===== src/rtl/cv32e40p_sleep_ctrl_if.sv =====
`default_nettype none
// +------------------------------------------------------------------------+
// | cv32e40p_sleep_ctrl_if : OBI instr/data handshake observed by sleep ctrl |
// | Rev 1.0                                                                |
// +------------------------------------------------------------------------+
interface cv32e40p_sleep_ctrl_if;
  logic instr_req_i;
  logic instr_gnt_i;
  logic instr_rvalid_i;
  logic data_req_i;
  logic data_gnt_i;
  logic data_rvalid_i;

  modport master (
    output instr_req_i, instr_gnt_i, instr_rvalid_i,
    output data_req_i,  data_gnt_i,  data_rvalid_i
  );

  modport slave (
    input instr_req_i, instr_gnt_i, instr_rvalid_i,
    input data_req_i,  data_gnt_i,  data_rvalid_i
  );
endinterface
`default_nettype wire


===== src/rtl/cv32e40p_sleep_ctrl.sv =====
`default_nettype none
// +------------------------------------------------------------------------+
// | cv32e40p_sleep_ctrl : drains OBI traffic and gates the core clock      |
// | Rev 1.0                                                                |
// +------------------------------------------------------------------------+
module cv32e40p_sleep_ctrl #(
  parameter int CNT_W       = 2,
  parameter int SLEEP_CNT_W = 32
) (
  input  wire logic                   clk_i,
  input  wire logic                   rst_i,
  cv32e40p_sleep_ctrl_if.slave        obi,
  input  wire logic                   fetch_enable_i,
  input  wire logic                   sleep_req_i,
  input  wire logic                   irq_pending_i,
  input  wire logic                   debug_req_i,
  input  wire logic                   cnt_clr_i,
  output logic                        clock_en_o,
  output logic                        core_sleep_o,
  output logic                        busy_o,
  output logic [SLEEP_CNT_W-1:0]      sleep_cycles_o,
  output logic                        err_o
);

  localparam logic [CNT_W-1:0]       C_CNT_MAX = '1;
  localparam logic [CNT_W-1:0]       C_CNT_ONE = {{(CNT_W-1){1'b0}}, 1'b1};
  localparam logic [SLEEP_CNT_W-1:0] C_SLP_ONE = {{(SLEEP_CNT_W-1){1'b0}}, 1'b1};

  typedef enum logic [1:0] {
    ST_OFF   = 2'd0,
    ST_RUN   = 2'd1,
    ST_DRAIN = 2'd2,
    ST_SLEEP = 2'd3
  } state_t;

  state_t                 r_state;
  state_t                 w_state_nxt;
  logic                   r_clock_en;
  logic [CNT_W-1:0]       r_instr_cnt;
  logic [CNT_W-1:0]       r_data_cnt;
  logic [SLEEP_CNT_W-1:0] r_sleep_cnt;
  logic                   r_err;

  logic                   w_wake;
  logic                   w_drained;
  logic [CNT_W:0]         w_instr_upd;
  logic [CNT_W:0]         w_data_upd;

  // Returns {error, next_count}; on over/underflow the count holds.
  function automatic logic [CNT_W:0] f_cnt_upd(input logic [CNT_W-1:0] cnt,
                                               input logic inc, input logic dec);
    logic [CNT_W:0] res;
    res = {1'b0, cnt};
    if (inc && !dec) begin
      if (cnt == C_CNT_MAX) res[CNT_W] = 1'b1;
      else                  res[CNT_W-1:0] = cnt + C_CNT_ONE;
    end else if (dec && !inc) begin
      if (cnt == '0) res[CNT_W] = 1'b1;
      else           res[CNT_W-1:0] = cnt - C_CNT_ONE;
    end
    return res;
  endfunction

  assign w_wake      = irq_pending_i | debug_req_i;
  assign w_drained   = (r_instr_cnt == '0) && (r_data_cnt == '0) &&
                       !obi.instr_req_i && !obi.data_req_i;
  assign w_instr_upd = f_cnt_upd(r_instr_cnt, obi.instr_req_i & obi.instr_gnt_i,
                                 obi.instr_rvalid_i);
  assign w_data_upd  = f_cnt_upd(r_data_cnt, obi.data_req_i & obi.data_gnt_i,
                                 obi.data_rvalid_i);

  always_comb begin
    w_state_nxt = r_state;
    case (r_state)
      ST_OFF:   if (fetch_enable_i) w_state_nxt = ST_RUN;
      ST_RUN:   if (sleep_req_i && !w_wake) w_state_nxt = ST_DRAIN;
      ST_DRAIN: begin
        if (w_wake || !sleep_req_i) w_state_nxt = ST_RUN;
        else if (w_drained)         w_state_nxt = ST_SLEEP;
      end
      ST_SLEEP: if (w_wake) w_state_nxt = ST_RUN;
      default:  w_state_nxt = ST_OFF;
    endcase
  end

  // The clock enable gets its own flop so the gate sees a clean registered signal.
  always_ff @(posedge clk_i or posedge rst_i) begin
    if (rst_i) begin
      r_state    <= ST_OFF;
      r_clock_en <= 1'b0;
    end else begin
      r_state    <= w_state_nxt;
      r_clock_en <= (w_state_nxt == ST_RUN) || (w_state_nxt == ST_DRAIN);
    end
  end

  always_ff @(posedge clk_i or posedge rst_i) begin
    if (rst_i) begin
      r_instr_cnt <= '0;
      r_data_cnt  <= '0;
      r_err       <= 1'b0;
    end else begin
      r_instr_cnt <= w_instr_upd[CNT_W-1:0];
      r_data_cnt  <= w_data_upd[CNT_W-1:0];
      if (w_instr_upd[CNT_W] || w_data_upd[CNT_W]) r_err <= 1'b1;
    end
  end

  always_ff @(posedge clk_i or posedge rst_i) begin
    if (rst_i)                    r_sleep_cnt <= '0;
    else if (cnt_clr_i)           r_sleep_cnt <= '0;
    else if (r_state == ST_SLEEP) r_sleep_cnt <= r_sleep_cnt + C_SLP_ONE;
  end

  assign clock_en_o     = r_clock_en;
  assign core_sleep_o   = (r_state == ST_SLEEP);
  assign busy_o         = (r_state == ST_RUN) || (r_state == ST_DRAIN);
  assign sleep_cycles_o = r_sleep_cnt;
  assign err_o          = r_err;

endmodule
`default_nettype wire


===== src/flat_wrapper.sv =====
// flat-port wrapper written by rule: the top's interface ports become plain ports
module cv32e40p_sleep_ctrl_flat 
#(
  parameter int CNT_W       = 2,
  parameter int SLEEP_CNT_W = 32
)
  (clk_i, rst_i, fetch_enable_i, sleep_req_i, irq_pending_i, debug_req_i, cnt_clr_i, clock_en_o, core_sleep_o, busy_o, sleep_cycles_o, err_o, obi_instr_req_i, obi_instr_gnt_i, obi_instr_rvalid_i, obi_data_req_i, obi_data_gnt_i, obi_data_rvalid_i);
  cv32e40p_sleep_ctrl_if obi_i ();
  input  wire logic clk_i;
  input  wire logic rst_i;
  input  wire logic fetch_enable_i;
  input  wire logic sleep_req_i;
  input  wire logic irq_pending_i;
  input  wire logic debug_req_i;
  input  wire logic cnt_clr_i;
  output logic clock_en_o;
  output logic core_sleep_o;
  output logic busy_o;
  output logic [SLEEP_CNT_W-1:0] sleep_cycles_o;
  output logic err_o;
  input wire logic [$bits(obi_i.instr_req_i)-1:0] obi_instr_req_i;
  input wire logic [$bits(obi_i.instr_gnt_i)-1:0] obi_instr_gnt_i;
  input wire logic [$bits(obi_i.instr_rvalid_i)-1:0] obi_instr_rvalid_i;
  input wire logic [$bits(obi_i.data_req_i)-1:0] obi_data_req_i;
  input wire logic [$bits(obi_i.data_gnt_i)-1:0] obi_data_gnt_i;
  input wire logic [$bits(obi_i.data_rvalid_i)-1:0] obi_data_rvalid_i;
  assign obi_i.instr_req_i = obi_instr_req_i;
  assign obi_i.instr_gnt_i = obi_instr_gnt_i;
  assign obi_i.instr_rvalid_i = obi_instr_rvalid_i;
  assign obi_i.data_req_i = obi_data_req_i;
  assign obi_i.data_gnt_i = obi_data_gnt_i;
  assign obi_i.data_rvalid_i = obi_data_rvalid_i;
  cv32e40p_sleep_ctrl #(.CNT_W(CNT_W), .SLEEP_CNT_W(SLEEP_CNT_W)) u_core (.clk_i(clk_i), .rst_i(rst_i), .obi(obi_i), .fetch_enable_i(fetch_enable_i), .sleep_req_i(sleep_req_i), .irq_pending_i(irq_pending_i), .debug_req_i(debug_req_i), .cnt_clr_i(cnt_clr_i), .clock_en_o(clock_en_o), .core_sleep_o(core_sleep_o), .busy_o(busy_o), .sleep_cycles_o(sleep_cycles_o), .err_o(err_o));
endmodule

===== config.mk =====
export PLATFORM = sky130hd
export DESIGN_NAME = cv32e40p_sleep_ctrl_flat
export DESIGN_NICKNAME = d
export VERILOG_FILES = /design/src/rtl/cv32e40p_sleep_ctrl_if.sv /design/src/rtl/cv32e40p_sleep_ctrl.sv /design/src/flat_wrapper.sv
export SDC_FILE = /design/constraint.sdc
export NUM_CORES = 1
export LEC_CHECK = 0
export CAP_MARGIN = 20
export CORE_AREA = 2 2 73 75
export DETAILED_ROUTE_END_ITERATION = 7
export DIE_AREA = 0 0 75 77
export HOLD_SLACK_MARGIN = 0.05
export MAX_ROUTING_LAYER = met4
export PLACE_DENSITY = 0.83
export SLEW_MARGIN = 0
export SYNTH_ARGS = -nofsm -noshare
export SYNTH_HDL_FRONTEND = slang
export SYNTH_SLANG_ARGS = --single-unit

===== constraint.sdc =====
create_clock -name clk_i -period 1.8 [get_ports clk_i]
set_input_delay 0.36 -clock clk_i [delete_from_list [all_inputs] [get_ports clk_i]]
set_output_delay 0.36 -clock clk_i [all_outputs]
set_load 0.02 [all_outputs]

==> out/results.tsv <==
stage	metric	value	unit
outcome	status	finished clean	
layout	utilization	0.6171	
setup_path	cpPeakStageDelay	430	ps
timing	tightestPinTransition	453.8	ps
drt	ant_nets	0	
global_route	antenna_found_initial	0	
global_route	grt_usage	0.1799	
placed_design	dp_hpwl	3496	microns
pwr	vdd_ir_drop_max	0.0007099	V
yosys	syn_area_per_cell	9.605	sq um
drt	drtPass1Iterations	4	
clocking	cts_sinks	40	
pwr	power	2.438	mW
layout	nets	327	
setup_path	endpoint	busy_o	
setup_path	r2r.worst_path.cells	8	
yosys	synth.ff_latch_count	40	
pwr	power.switching	0.7893	mW
clocking	clk-insertion-delay-late	290	ps
pwr	seqPwrFrac	0.435	
setup_path	cp_slowest_cell	dfrtp_2	
die	die_h	77	microns
yosys	synth_compound_area_frac	0.07053	
timing	hold_viol_final	0	
setup_path	r2r_end	u_core.clock_en_o$_DFF_PP0_	
drt	wirelength	4714	microns
yosys	syn_area	0.002200	sq mm
timing	holdWs	409.6	ps
timing	rsz0062_at_grt	yes	
min_path	hp-class	in -> async	
drt	vias_per_cell	5.091	
layout	fillCellCount	406	
placed_design	dp.cells	364	
setup_path	cp-start-kind	flip-flop	
setup_path	crit_chain	inv_1, ha_1, dlygate4sd2_1	
layout	stdcell_count	374	
pwr	p_per_area	793.7	mW/mm^2
setup_path	ff2ff_setup_slack	110	ps
flow_run	drv_cap	0	
timing	timing.final.crit_share	0.9743	
setup_path	cp-end-kind	output port	
timing	relSlewSlack	0.6947	
yosys	syn_inst	229	
yosys	synth_xor_area_frac	0.1234	
placed_design	pre_cts_slack	-155.1	ps
setup_path	r2r-start	u_core.r_data_cnt[0]$_DFFE_PP0P_	
global_route	grt_start_max_net_pins	41	
die	dieArea	0.005775	sq mm
yosys	synth_fp_nets	253	
placed_design	globalplace.congestion	0.8101	
global_route	globalRouteOverflowTotal	0	
clocking	cts_inserted_buffers	5	
clocking	cts-htree-levels	2	
pwr	p_clk_frac	0.251	
timing	slew_viol_final	0	
yosys	yosys_warnings	0	
pwr	pwr-share-comb	0.314	
drt	drc	0	
die	coreArea	0.004977	sq mm
die	die_w	75	microns
clocking	clk_pin_slew	70	ps
yosys	synthAdderAreaFrac	0.06257	
pwr	switching_share	0.3238	
die	num_rows	26	
drt	vias	1904	
global_route	grt_pass1_wl	8004	microns
drt	initialDrtViolationCount	96	
clocking	cts_tree	built	
die	start_util	0.4419	
die	ioPinCount	49	
setup_path	path_class	reg -> out	
timing	fin_ws	46.35	ps
yosys	yosysSeqAreaShare	0.4551	
layout	drive_gt1_frac	0.1513	
setup_path	arrival	1390	ps
clocking	clk_path_buf_depth	2	
setup_path	cp_max_fo	4	
layout	antenna_cells	0	
pwr	intPower	1.649	mW
setup_path	worstPathRequired	1440	ps
yosys	synthMuxAreaShare	0.009101	
layout	syn2layout_area_growth	39.65	%
yosys	synth_top_family_by_area	simple AND/OR/NAND/NOR gates	
timing	min_period	1754	ps
yosys	ys_types	39	
drt	avgRoutedWirePerCell	12.60	microns
timing	finalClockSkew	5.210	ps
setup_path	crit_start	u_core.r_state[0]$_DFF_PP0_	
clocking	root_buffer	clkbuf_8	
yosys	synthSimpleGateAreaFrac	0.2429	
pwr	power.leakage	1.501	nW
timing	fmax	570.2	MHz
timing	finalSetupViolations	0	
global_route	grt_pass1_vias	1837	
placed_design	port_buffers	48	
layout make-up:
class	instances	area [sq um]	share of cell area
clock buffers	6	82.58	0.02688
clock inverters	2	10.01	0.003259
inverters	13	48.80	0.01589
multi-input cells	170	1137	0.3703
flip-flops and latches	40	1007	0.3279
well taps	70	87.58	0.02851
repair buffers	73	698.2	0.2273
worst min path at each step:
stage,startpoint,endpoint,depth (start not counted),slack (ps)
final,rst_i,u_core.r_instr_cnt[1]$_DFFE_PP0P_,3,410
after global routing,rst_i,u_core.r_instr_cnt[1]$_DFFE_PP0P_,3,480
after CTS,rst_i,u_core.r_instr_cnt[1]$_DFFE_PP0P_,3,420
after detailed placement,u_core.err_o$_DFFE_PP0P_,u_core.err_o$_DFFE_PP0P_,2,500
after global placement,u_core.r_instr_cnt[0]$_DFFE_PP0P_,u_core.r_instr_cnt[0]$_DFFE_PP0P_,1,500
after floorplan,cnt_clr_i,u_core.sleep_cycles_o[31]$_DFFE_PP0P_,1,420
synthesized netlist by cell type:
cell | count | share of area
o21ai_2 | 1 | 0.0040
a31oi_1 | 2 | 0.0057
clkbuf_1 | 4 | 0.0068
o211ai_1 | 1 | 0.0034
nand2b_1 | 1 | 0.0028
nor3b_1 | 1 | 0.0034
and2_1 | 2 | 0.0057
nor2_1 | 34 | 0.058
xor2_1 | 21 | 0.084
inv_1 | 13 | 0.022
xnor2_1 | 10 | 0.040
nor4_2 | 1 | 0.0057
nand4_1 | 13 | 0.037
a211oi_1 | 1 | 0.0034
o21ai_0 | 7 | 0.016
and3_1 | 8 | 0.023
and4_1 | 1 | 0.0040
o2bb2ai_1 | 1 | 0.0040
mux2i_1 | 2 | 0.0091
nand2_1 | 10 | 0.017
dfrtp_1 | 40 | 0.46
nor2_2 | 1 | 0.0028
nand3_1 | 12 | 0.027
nand3b_1 | 1 | 0.0034
o32ai_1 | 1 | 0.0040
nor4_4 | 1 | 0.0097
nand2_2 | 1 | 0.0028
nor4_1 | 3 | 0.0085
nand4_4 | 1 | 0.0097
buf_6 | 1 | 0.0051
o22ai_1 | 1 | 0.0028
nor2b_1 | 1 | 0.0028
a22oi_1 | 1 | 0.0034
ha_1 | 11 | 0.063
or3_1 | 2 | 0.0057
buf_2 | 1 | 0.0023
a21oi_1 | 9 | 0.020
o21a_1 | 1 | 0.0034
nor3_1 | 6 | 0.014
flip-flops by register name, summed over array words and instances (netlist names):
register	flops
u_core.clock_en_o	1
u_core.err_o	1
u_core.r_data_cnt	2
u_core.r_instr_cnt	2
u_core.r_state	2
u_core.sleep_cycles_o	32
logic make-up (layout without fill, tap and decap cells):
family | count (synthesis) | after routing
AND/OR/NAND/NOR | 100 | 100
XOR/XNOR | 31 | 31
flip-flops | 40 | 40
AO/OA/AOI/OAI | 26 | 26
multiplexers | 2 | 2
buffers and inverters | 19 | 94
adder cells (fa/ha/maj) | 11 | 11
metrics by stage:
stage,area [sq um],setup TNS (ps)
floorplan,2220,0
global placement,2939,-782.3
detailed placement,2939,-1570
CTS,3029,0
global route,3072,-18.37
finish,3072,0
critical path, delay by kind of cell, from the launching register on:
kind                     cells  cell delay (ps)
flip-flops                   1              430
buffers and inverters        2              400
adder cells (fa/ha/maj)      1              280
repair_timing:
item,in CTS,in global routing
buffers inserted,0,2
resized for setup,2,10
endpoints found under the hold margin,0,0
pin swaps,0,2
hold buffers,0,0
endpoints found under the setup margin,2,11
power groups by stage:
stage | Clock (mW) | Sequential (mW) | Combinational (mW)
after floorplan | 0 | 1.09 | 0.490
after global placement | 0 | 1.08 | 0.690
after detailed placement | 0 | 1.08 | 0.727
after CTS | 0.626 | 1.06 | 0.709
after global routing | 0.665 | 1.07 | 0.851
final | 0.612 | 1.06 | 0.765
layer usage:
| layer | GRT usage | vias to the layer above | part of all wire |
|---|---|---|---|
| li1 | - | 935 | - |
| met4 | 0.04286 | 0 | 0.011 |
| met1 | 0.2275 | 923 | 0.45 |
| met5 | - | - | 0 |
| met2 | 0.2895 | 39 | 0.49 |
| met3 | 0.04205 | 7 | 0.043 |
cell usage in the layout (no fill, tap or decap), types with 2 or more instances in the layout:
master           count
xnor2_1             10
xor2_1              21
or3_1                2
nand4_1             13
a31oi_1              2
nand3_1             12
nor4_2               2
and3_1               8
and2_1               2
dlygate4sd2_1        2
a21oi_1              9
inv_1               13
clkdlybuf4s50_1     38
o21ai_0              7
dfrtp_2              5
nor2_1              34
buf_4               24
dlymetal6s2s_1       8
nor3_1               6
clkinv_2             2
clkbuf_8             6
nor4_1               2
mux2i_1              2
ha_1                10
dfrtp_1             35
nand2_1             10
(Power assumes the default switching activity.)
